### config.mk
export PLATFORM = sky130hd
export DESIGN_NAME = pwm_out_stage
export DESIGN_NICKNAME = d
export VERILOG_FILES = /design/src/rtl/pwm_pkg.sv /design/src/rtl/pwm_out_stage_deadband.sv /design/src/rtl/pwm_out_stage.sv
export SDC_FILE = /design/constraint.sdc
export NUM_CORES = 1
export LEC_CHECK = 0
export CAP_MARGIN = 20
export CORE_MARGIN = 10
export CORE_UTILIZATION = 48
export CTS_BUF_LIST = sky130_fd_sc_hd__clkbuf_4 sky130_fd_sc_hd__clkbuf_8
export DETAILED_ROUTE_END_ITERATION = 10
export MAX_ROUTING_LAYER = met4
export PLACE_DENSITY = 0.72
export SETUP_SLACK_MARGIN = 0.5
export SKIP_CTS_REPAIR_TIMING = 1
export SLEW_MARGIN = 20
export SYNTH_ARGS = -nofsm -noshare
export SYNTH_HDL_FRONTEND = slang
export SYNTH_SLANG_ARGS = --single-unit
export TNS_END_PERCENT = 30
### constraint.sdc
create_clock -name HCLK -period 10.9 [get_ports HCLK]
set_clock_uncertainty 0.2 [all_clocks]
set_input_delay 3.27 -clock HCLK [delete_from_list [all_inputs] [get_ports HCLK]]
set_output_delay 3.27 -clock HCLK [all_outputs]
set_load 0.02 [all_outputs]
### src/rtl/pwm_pkg.sv
// Shared widths and types for the two-channel PWM output stage.
// Counter widths, period length and the duty word type.
package pwm_pkg;

  localparam int CNT_W   = 8;
  localparam int PRESC_W = 8;
  localparam int DEAD_W  = 4;

  typedef logic [CNT_W-1:0] duty_t;

  localparam duty_t PERIOD_MAX = duty_t'(254);

endpackage

### src/rtl/pwm_out_stage_deadband.sv
// One dead-band unit: turns a comparator bit into a complementary
// high/low pair with both outputs low for dead_time cycles per edge.
module pwm_deadband
  import pwm_pkg::*;
(
  input  logic              HCLK,
  input  logic              HRESETn,
  input  logic              en,
  input  logic              cmp,
  input  logic [DEAD_W-1:0] dead_time,
  output logic              pwm_h,
  output logic              pwm_l
);

  logic              cmp_q;
  logic [DEAD_W-1:0] dt;
  logic [DEAD_W-1:0] dt_nxt;
  logic              live;

  always_comb begin
    dt_nxt = '0;
    if (en) begin
      if (cmp != cmp_q) begin
        dt_nxt = dead_time;
      end else if (dt != '0) begin
        dt_nxt = dt - 1'b1;
      end
    end
  end

  assign live = en & (dt_nxt == '0);

  // h needs cmp and l needs !cmp, so they can never overlap
  always_ff @(posedge HCLK) begin
    if (HRESETn) begin
      cmp_q <= 1'b0;
      dt    <= '0;
      pwm_h <= 1'b0;
      pwm_l <= 1'b0;
    end else begin
      cmp_q <= cmp;
      dt    <= dt_nxt;
      pwm_h <= live & cmp;
      pwm_l <= live & ~cmp;
    end
  end

endmodule

### src/rtl/pwm_out_stage.sv
// Two-channel PWM output stage: prescaler, 255-tick period counter,
// double-buffered duty shadows and registered comparators.
module pwm_out_stage
  import pwm_pkg::*;
(
  input  logic               HCLK,
  input  logic               HRESETn,
  input  logic               enable,
  input  logic [PRESC_W-1:0] prescale,
  input  logic [DEAD_W-1:0]  dead_time,
  input  duty_t              duty_0,
  input  duty_t              duty_1,
  output logic               pwm_h_0,
  output logic               pwm_l_0,
  output logic               pwm_h_1,
  output logic               pwm_l_1,
  output logic               period_start
);

  logic [PRESC_W-1:0] presc_cnt;
  logic [PRESC_W-1:0] presc_nxt;
  duty_t              cnt;
  duty_t              cnt_nxt;
  duty_t              sh_0;
  duty_t              sh_1;
  duty_t              sh_0_nxt;
  duty_t              sh_1_nxt;
  logic               en_q;
  logic               first;
  logic               tick;
  logic               wrap;
  logic               ps_nxt;
  logic               cmp_0;
  logic               cmp_1;
  logic               db_en;

  assign first = enable & ~en_q;
  assign tick  = presc_cnt >= prescale;
  assign wrap  = tick & (cnt == PERIOD_MAX);
  assign db_en = enable & en_q;

  always_comb begin
    presc_nxt = '0;
    cnt_nxt   = '0;
    sh_0_nxt  = sh_0;
    sh_1_nxt  = sh_1;
    ps_nxt    = 1'b0;
    unique case (1'b1)
      ~enable: begin
      end
      first: begin
        sh_0_nxt = duty_0;
        sh_1_nxt = duty_1;
        ps_nxt   = 1'b1;
      end
      default: begin
        presc_nxt = tick ? '0 : presc_cnt + 1'b1;
        cnt_nxt   = cnt;
        if (tick) begin
          cnt_nxt = wrap ? '0 : cnt + 1'b1;
        end
        if (wrap) begin
          sh_0_nxt = duty_0;
          sh_1_nxt = duty_1;
          ps_nxt   = 1'b1;
        end
      end
    endcase
  end

  // comparators track the counter value held in the same cycle
  always_ff @(posedge HCLK) begin
    if (HRESETn) begin
      en_q         <= 1'b0;
      presc_cnt    <= '0;
      cnt          <= '0;
      sh_0         <= '0;
      sh_1         <= '0;
      cmp_0        <= 1'b0;
      cmp_1        <= 1'b0;
      period_start <= 1'b0;
    end else begin
      en_q         <= enable;
      presc_cnt    <= presc_nxt;
      cnt          <= cnt_nxt;
      sh_0         <= sh_0_nxt;
      sh_1         <= sh_1_nxt;
      cmp_0        <= enable & (cnt_nxt < sh_0_nxt);
      cmp_1        <= enable & (cnt_nxt < sh_1_nxt);
      period_start <= ps_nxt;
    end
  end

  pwm_deadband u_db_0 (
    .HCLK      (HCLK),
    .HRESETn   (HRESETn),
    .en        (db_en),
    .cmp       (cmp_0),
    .dead_time (dead_time),
    .pwm_h     (pwm_h_0),
    .pwm_l     (pwm_l_0)
  );

  pwm_deadband u_db_1 (
    .HCLK      (HCLK),
    .HRESETn   (HRESETn),
    .en        (db_en),
    .cmp       (cmp_1),
    .dead_time (dead_time),
    .pwm_h     (pwm_h_1),
    .pwm_l     (pwm_l_1)
  );

endmodule

== After elaboration in Yosys (flattened, before gate mapping) ==
Cells that the tools add are included.
Widths: inputs -> output; s select.

* Add/sub/neg operators: 4
* Mux-type cells: 15
* Bitwise operators: 15
* Order comparisons: 3
* Eq/ne operators: 3
* Reductions and logical operators: 6

{| class="wikitable"
|+ Operators by type and width
! kind !! number
|-
| $mux 8 || 5
|-
| $pmux 8 s2 || 2
|-
| $mux 4 || 6
|-
| $add 8x1->8 const B || 2
|-
| $lt 8x8->1 || 2
|-
| $and 1x1->1 || 11
|-
| $eq 8x8->1 const B || 1
|-
| $ge 8x8->1 || 1
|-
| $logic_not 4->1 || 2
|-
| $reduce_bool 4->1 || 2
|-
| $sub 4x1->4 const B || 2
|-
| $not 1->1 || 4
|-
| $reduce_or 4->1 || 1
|-
| $ne 1x1->1 || 2
|-
| $pmux 1 s2 || 1
|-
| $reduce_or 2->1 || 1
|-
| $mux 1 || 1
|}

* Input port bits: 31
* Register bits after elaboration: 50
* Logic and storage cells: 62
* Output and inout bits: 5

== Depth between registers and ports, before layout ==
* Depth in word-level cells: 7
* Mapped depth: 14
* Gate-level depth less buffers: 14

== Hierarchy ==
Synthesis repeated with hierarchy kept, for this count alone.

* Cell total of the unflattened synthesis: 298
* Area total of the unflattened synthesis: 2706.3 um^2

{| class="wikitable"
|+ Modules (own cells, without submodules)
! module !! times used !! area each (um^2) !! seq. area each (um^2) !! cells an instance
|-
| pwm_out_stage || 1 || 2083.2 || 720.7 || 232
|-
| pwm_deadband || 2 || 311.5 || 140.1 || 33
|}

== Worst setup path after synthesis ==
Ideal clock, no wire load.

* Path kind: in2reg
* Start: input prescale[0]
* End: register cmp_1
* Arrival time: 5889 ps
* Data required time: 10626 ps
* Cell stages on the path: 13
* Slack: 4737 ps
* Setup time: 74 ps
* Buffers on the path: 1
* Path through: ha_1 nand2b_4 a2111oi_4 o2111ai_2 nand3_4 buf_12 mux2i_2 ha_1 a21oi_1 nor2b_1 a2111oi_0 o21ai_0 a31oi_1

* Word-level cells in the longest chain between the ends: 7
* Elaborated cells between the ends (all ways): 9
* Classes of those cells: order compare: 2; mux: 5; bitwise: 2

{| class="wikitable"
|+ RTL lines
! item !! RTL line !! text
|-
| from (decl) || pwm_out_stage.sv:9 || <nowiki>input logic [PRESC_W-1:0] prescale,</nowiki>
|-
| $ge 8x8->1 (*) || pwm_out_stage.sv:38 || <nowiki>assign tick = presc_cnt >= prescale;</nowiki>
|-
| $and 1x1->1 || pwm_out_stage.sv:39 || <nowiki>assign wrap = tick & (cnt == PERIOD_MAX);</nowiki>
|-
| $mux 8 || pwm_out_stage.sv:60 || <nowiki>cnt_nxt = wrap ? '0 : cnt + 1'b1;</nowiki>
|-
| $mux 8 || pwm_out_stage.sv:59 || <nowiki>if (tick) begin</nowiki>
|-
| $mux 8 || pwm_out_stage.sv:48 || <nowiki>unique case (1'b1)</nowiki>
|-
| $lt 8x8->1 (*) || pwm_out_stage.sv:89 || <nowiki>cmp_1 <= enable & (cnt_nxt < sh_1_nxt);</nowiki>
|-
| $and 1x1->1 (*) || pwm_out_stage.sv:89 ||
|-
| to (signal assigned) || pwm_out_stage.sv:89 ||
|-
| to (decl) || pwm_out_stage.sv:34 || <nowiki>logic cmp_1;</nowiki>
|}

Every way passes the cells marked *; elsewhere a longest branch is shown, timed or not.
A chain may end at the register's enable or synchronous reset.

== Final worst setup path ==
* Start: input prescale[7]
* End: register cmp_1

* Word-level cells in the longest chain between the ends: 7
* Elaborated cells between the ends (all ways): 9
* Classes of those cells: order compare: 2; mux: 5; bitwise: 2

{| class="wikitable"
|+ RTL lines
! item !! RTL line !! text
|-
| $ge 8x8->1 (*) || pwm_out_stage.sv:38 ||
|-
| $and 1x1->1 || pwm_out_stage.sv:39 ||
|-
| $mux 8 || pwm_out_stage.sv:60 ||
|-
| $mux 8 (*) || pwm_out_stage.sv:59 ||
|-
| $mux 8 (*) || pwm_out_stage.sv:48 ||
|-
| net cnt_nxt[6] || pwm_out_stage.sv:23 || <nowiki>duty_t cnt_nxt;</nowiki>
|-
| $lt 8x8->1 (*) || pwm_out_stage.sv:89 ||
|-
| $and 1x1->1 (*) || pwm_out_stage.sv:89 ||
|}

The timed path passes the listed nets; every way through them passes the cells marked *.

==> results.yml <==
sta:
  finalSetupTns_ps: 0
  final_max_slew_viol_count: 0
  setup_viol: 0
  maxSlewHeadroom_pct: 39.6
  worst_pin_slew_ps: 903
  report.final.hold_viol_count: 0
  achievable-frequency_ghz: 0.151
  fin_crit_sh_pct: 60.9
  rsz0062_at_grt: "false"
  finalCriticalPeriod_ps: 6640
grt:
  grt_pass1_vias: 2232
  antenna_found_initial: 0
  grt_max_degree: 25
  grt.overflow.total: 0
  track_usage_pct: 13.4
  grt_pass1_wl_mm: 9.69
yosys:
  synth.avg_cell_area_sq_um: 9.17
  synth_nets: 363
  synth_largest_area_cell: "dfxtp_1"
  netlist.area_leader.share_pct: 35.9
  syn_area_sq_mm: 0.00279
  synth_flop_cell: "dfxtp_1"
  synth-seq-cells: 50
  synth_top_cells_by_area: "dfxtp_1, ha_1, nor2_1, mux2i_2, xor2_1"
  synth_cells: 304
  async_reset_ff_share_pct: 0
  synth-edff-count: 0
  synth.distinct_cells: 47
  ys_seq_area_share_pct: 35.9
  ys_warn_count: 0
hold_path:
  min_path_type: "register to register"
  min_to: "presc_cnt[0]"
  min_from: "presc_cnt[0]"
  holdPathStages: 1
clock_network:
  cts.clk_slew.worst_paths_ps: 90
  htreeDepth: 2
  cts_tree: "built"
  ctsRootBufferMaster: "clkbuf_8"
  clk-insertion-delay-late_ps: 300
  cts_sinks: 50
  numCtsBuffers: 5
  clk_path_buf_depth: 2
detailed_routing:
  drt-initial-drc-count: 73
  drc: 0
  vias: 2171
  routed_wl_mm: 5.68
  antenna_left: 0
  firstDrtPassIters: 4
  drt-wirelength-per-cell_microns: 13.7
  vias_per_cell: 5.26
run_status:
  status: "finished, final reports clean"
die:
  die_h_microns: 96.2
  die-area_sq_mm: 0.00925
  coreArea_sq_mm: 0.00557
  start_util_pct: 50.0
  fp.dieW_microns: 96.2
  io-pin-count: 36
  fp-row-count: 27
setup_path:
  ff2ff_path_depth: 13
  r2r-start: "presc_cnt[0]"
  cp-start-kind: "input port"
  critPathMostFrequentCell: "ha_1"
  r2r-end: "cmp_1"
  cpMaxStageDelayCell: "a221o_1"
  cp_top_family: "compound AO/OA/AOI/OAI gates"
  crit_required_ps: 10930
  critPathMaxStageDelay_ps: 480
  worst-path-buf-inv: 2
  r2r_slack_ps: 7270
  worst_setup_path_end_kind: "register"
  critPathKind: "input port to register"
  crit_start: "prescale[7]"
  worstPathMaxFanout: 9
  crit_path_cell_trace: "clkdlybuf4s50_1, inv_1, ha_1, and3_1, a221o_1, nor2_4, o21bai_1, nor2_1, ha_1, a21oi_1, nor2b_1, a2111oi_0, o21ai_0, a31oi_1"
  critPathArrivalTime_ps: 6680
final_layout:
  nets: 399
  drive_gt1_share_pct: 8.21
  diodes: 0
  area_delta_synth_final_pct: 17.7
  layout_commonest_cell: "nor2_1"
  final_cell_mix: "nor2_1, dfxtp_1, clkdlybuf4s50_1"
  stdcell_count: 413
place:
  dp_hpwl_mm: 4.47
  dpl.cell_count: 405
  io_buffers: 35
  gp_congestion: 0.797
pwr:
  p_leak_nw: 1.39
  power_density_mw_per_mm2: 109
  peakVddDrop_mv: 0.0503
flow_run:
  cap_violations: 0
synth_stat cells, types with 2 or more instances:
| cell | instances |
|---|---|
| nor2_1 | 57 |
| dfxtp_1 | 50 |
| ha_1 | 28 |
| inv_1 | 17 |
| a21oi_1 | 14 |
| o21ai_0 | 12 |
| xor2_1 | 12 |
| nand3_1 | 10 |
| nor2b_1 | 9 |
| mux2i_1 | 8 |
| mux2i_2 | 8 |
| and3_1 | 7 |
| nand2_1 | 6 |
| nand2b_1 | 5 |
| xnor2_1 | 5 |
| a31oi_1 | 4 |
| nor3_1 | 4 |
| or3_1 | 4 |
| a21o_1 | 3 |
| and2_1 | 3 |
| clkbuf_1 | 3 |
| nand4_1 | 3 |
| o211ai_1 | 3 |
| a211oi_1 | 2 |
| buf_2 | 2 |
| mux2_2 | 2 |
| nor4_1 | 2 |
| o21ai_1 | 2 |
stage by stage:
stage	setup slack, ps	hold WS [ps]	util, %	power (mW)	cell area (sq um)
6_report	4260	273	58.9	0.357	3280
5_1_grt	4060	284	58.9	0.375	3280
4_1_cts	4320	271	58.9	0.362	3280
3_5_place_dp	4040	251	57.1	0.249	3190
3_3_place_gp	4070	243	57.1	0.248	3190
2_1_floorplan	4740	226	-	0.229	2790
final cells by class:
class / count / area [sq um]
Clock inverter: 1 / 5.00
Inverter: 17 / 63.8
Fill cell: 513 / 2290
Tap cell: 72 / 90.1
Clock buffer: 7 / 90.1
Timing Repair Buffer: 35 / 350
Multi-Input combinational cell: 231 / 1680
Sequential cell: 50 / 1000
cell families (layout without fill, tap and decap cells):
group | after synthesis | count (layout) | share of synthesized area, %
and+or+nand+nor | 119 | 119 | 22.6
adders and majority gates | 28 | 28 | 12.6
DFF | 50 | 50 | 35.9
AOI/OAI and AO/OA | 49 | 49 | 12.2
muxes | 18 | 18 | 7.63
xor gates and xnor gates | 17 | 17 | 5.34
buffers and inverters | 23 | 60 | 3.77
sequential cells by signal (all words and copies together), names as in the netlist, 4 cells and up:
signal,flops
u_db_1.dt,4
sh_1,8
cnt,8
u_db_0.dt,4
presc_cnt,8
sh_0,8
metal layers:
metal	share of wire, %	track usage, %	routed length (microns)
met1	47	16.0	2680
met2	47	21.2	2650
met3	4.7	3.27	269
met4	1.4	5.16	82
met5	0	-	0
power breakdown:
part / leakage, nW / internal, mW / switching, mW
logic: 0.928 / 0.0272 / 0.0254
registers: 0.406 / 0.188 / 0.00349
clock network: 0.0517 / 0.0538 / 0.0595
how the worst max path moves through the flow:
stage                  to  slack, ps  cells after the start
finish              cmp_1       4260                     14
global route        cmp_1       4060                     15
CTS                 cmp_1       4320                     13
detailed placement  cmp_1       4040                     13
global placement    cmp_1       4070                     13
floorplan           cmp_1       4740                     13
(Power assumes the default switching activity.)
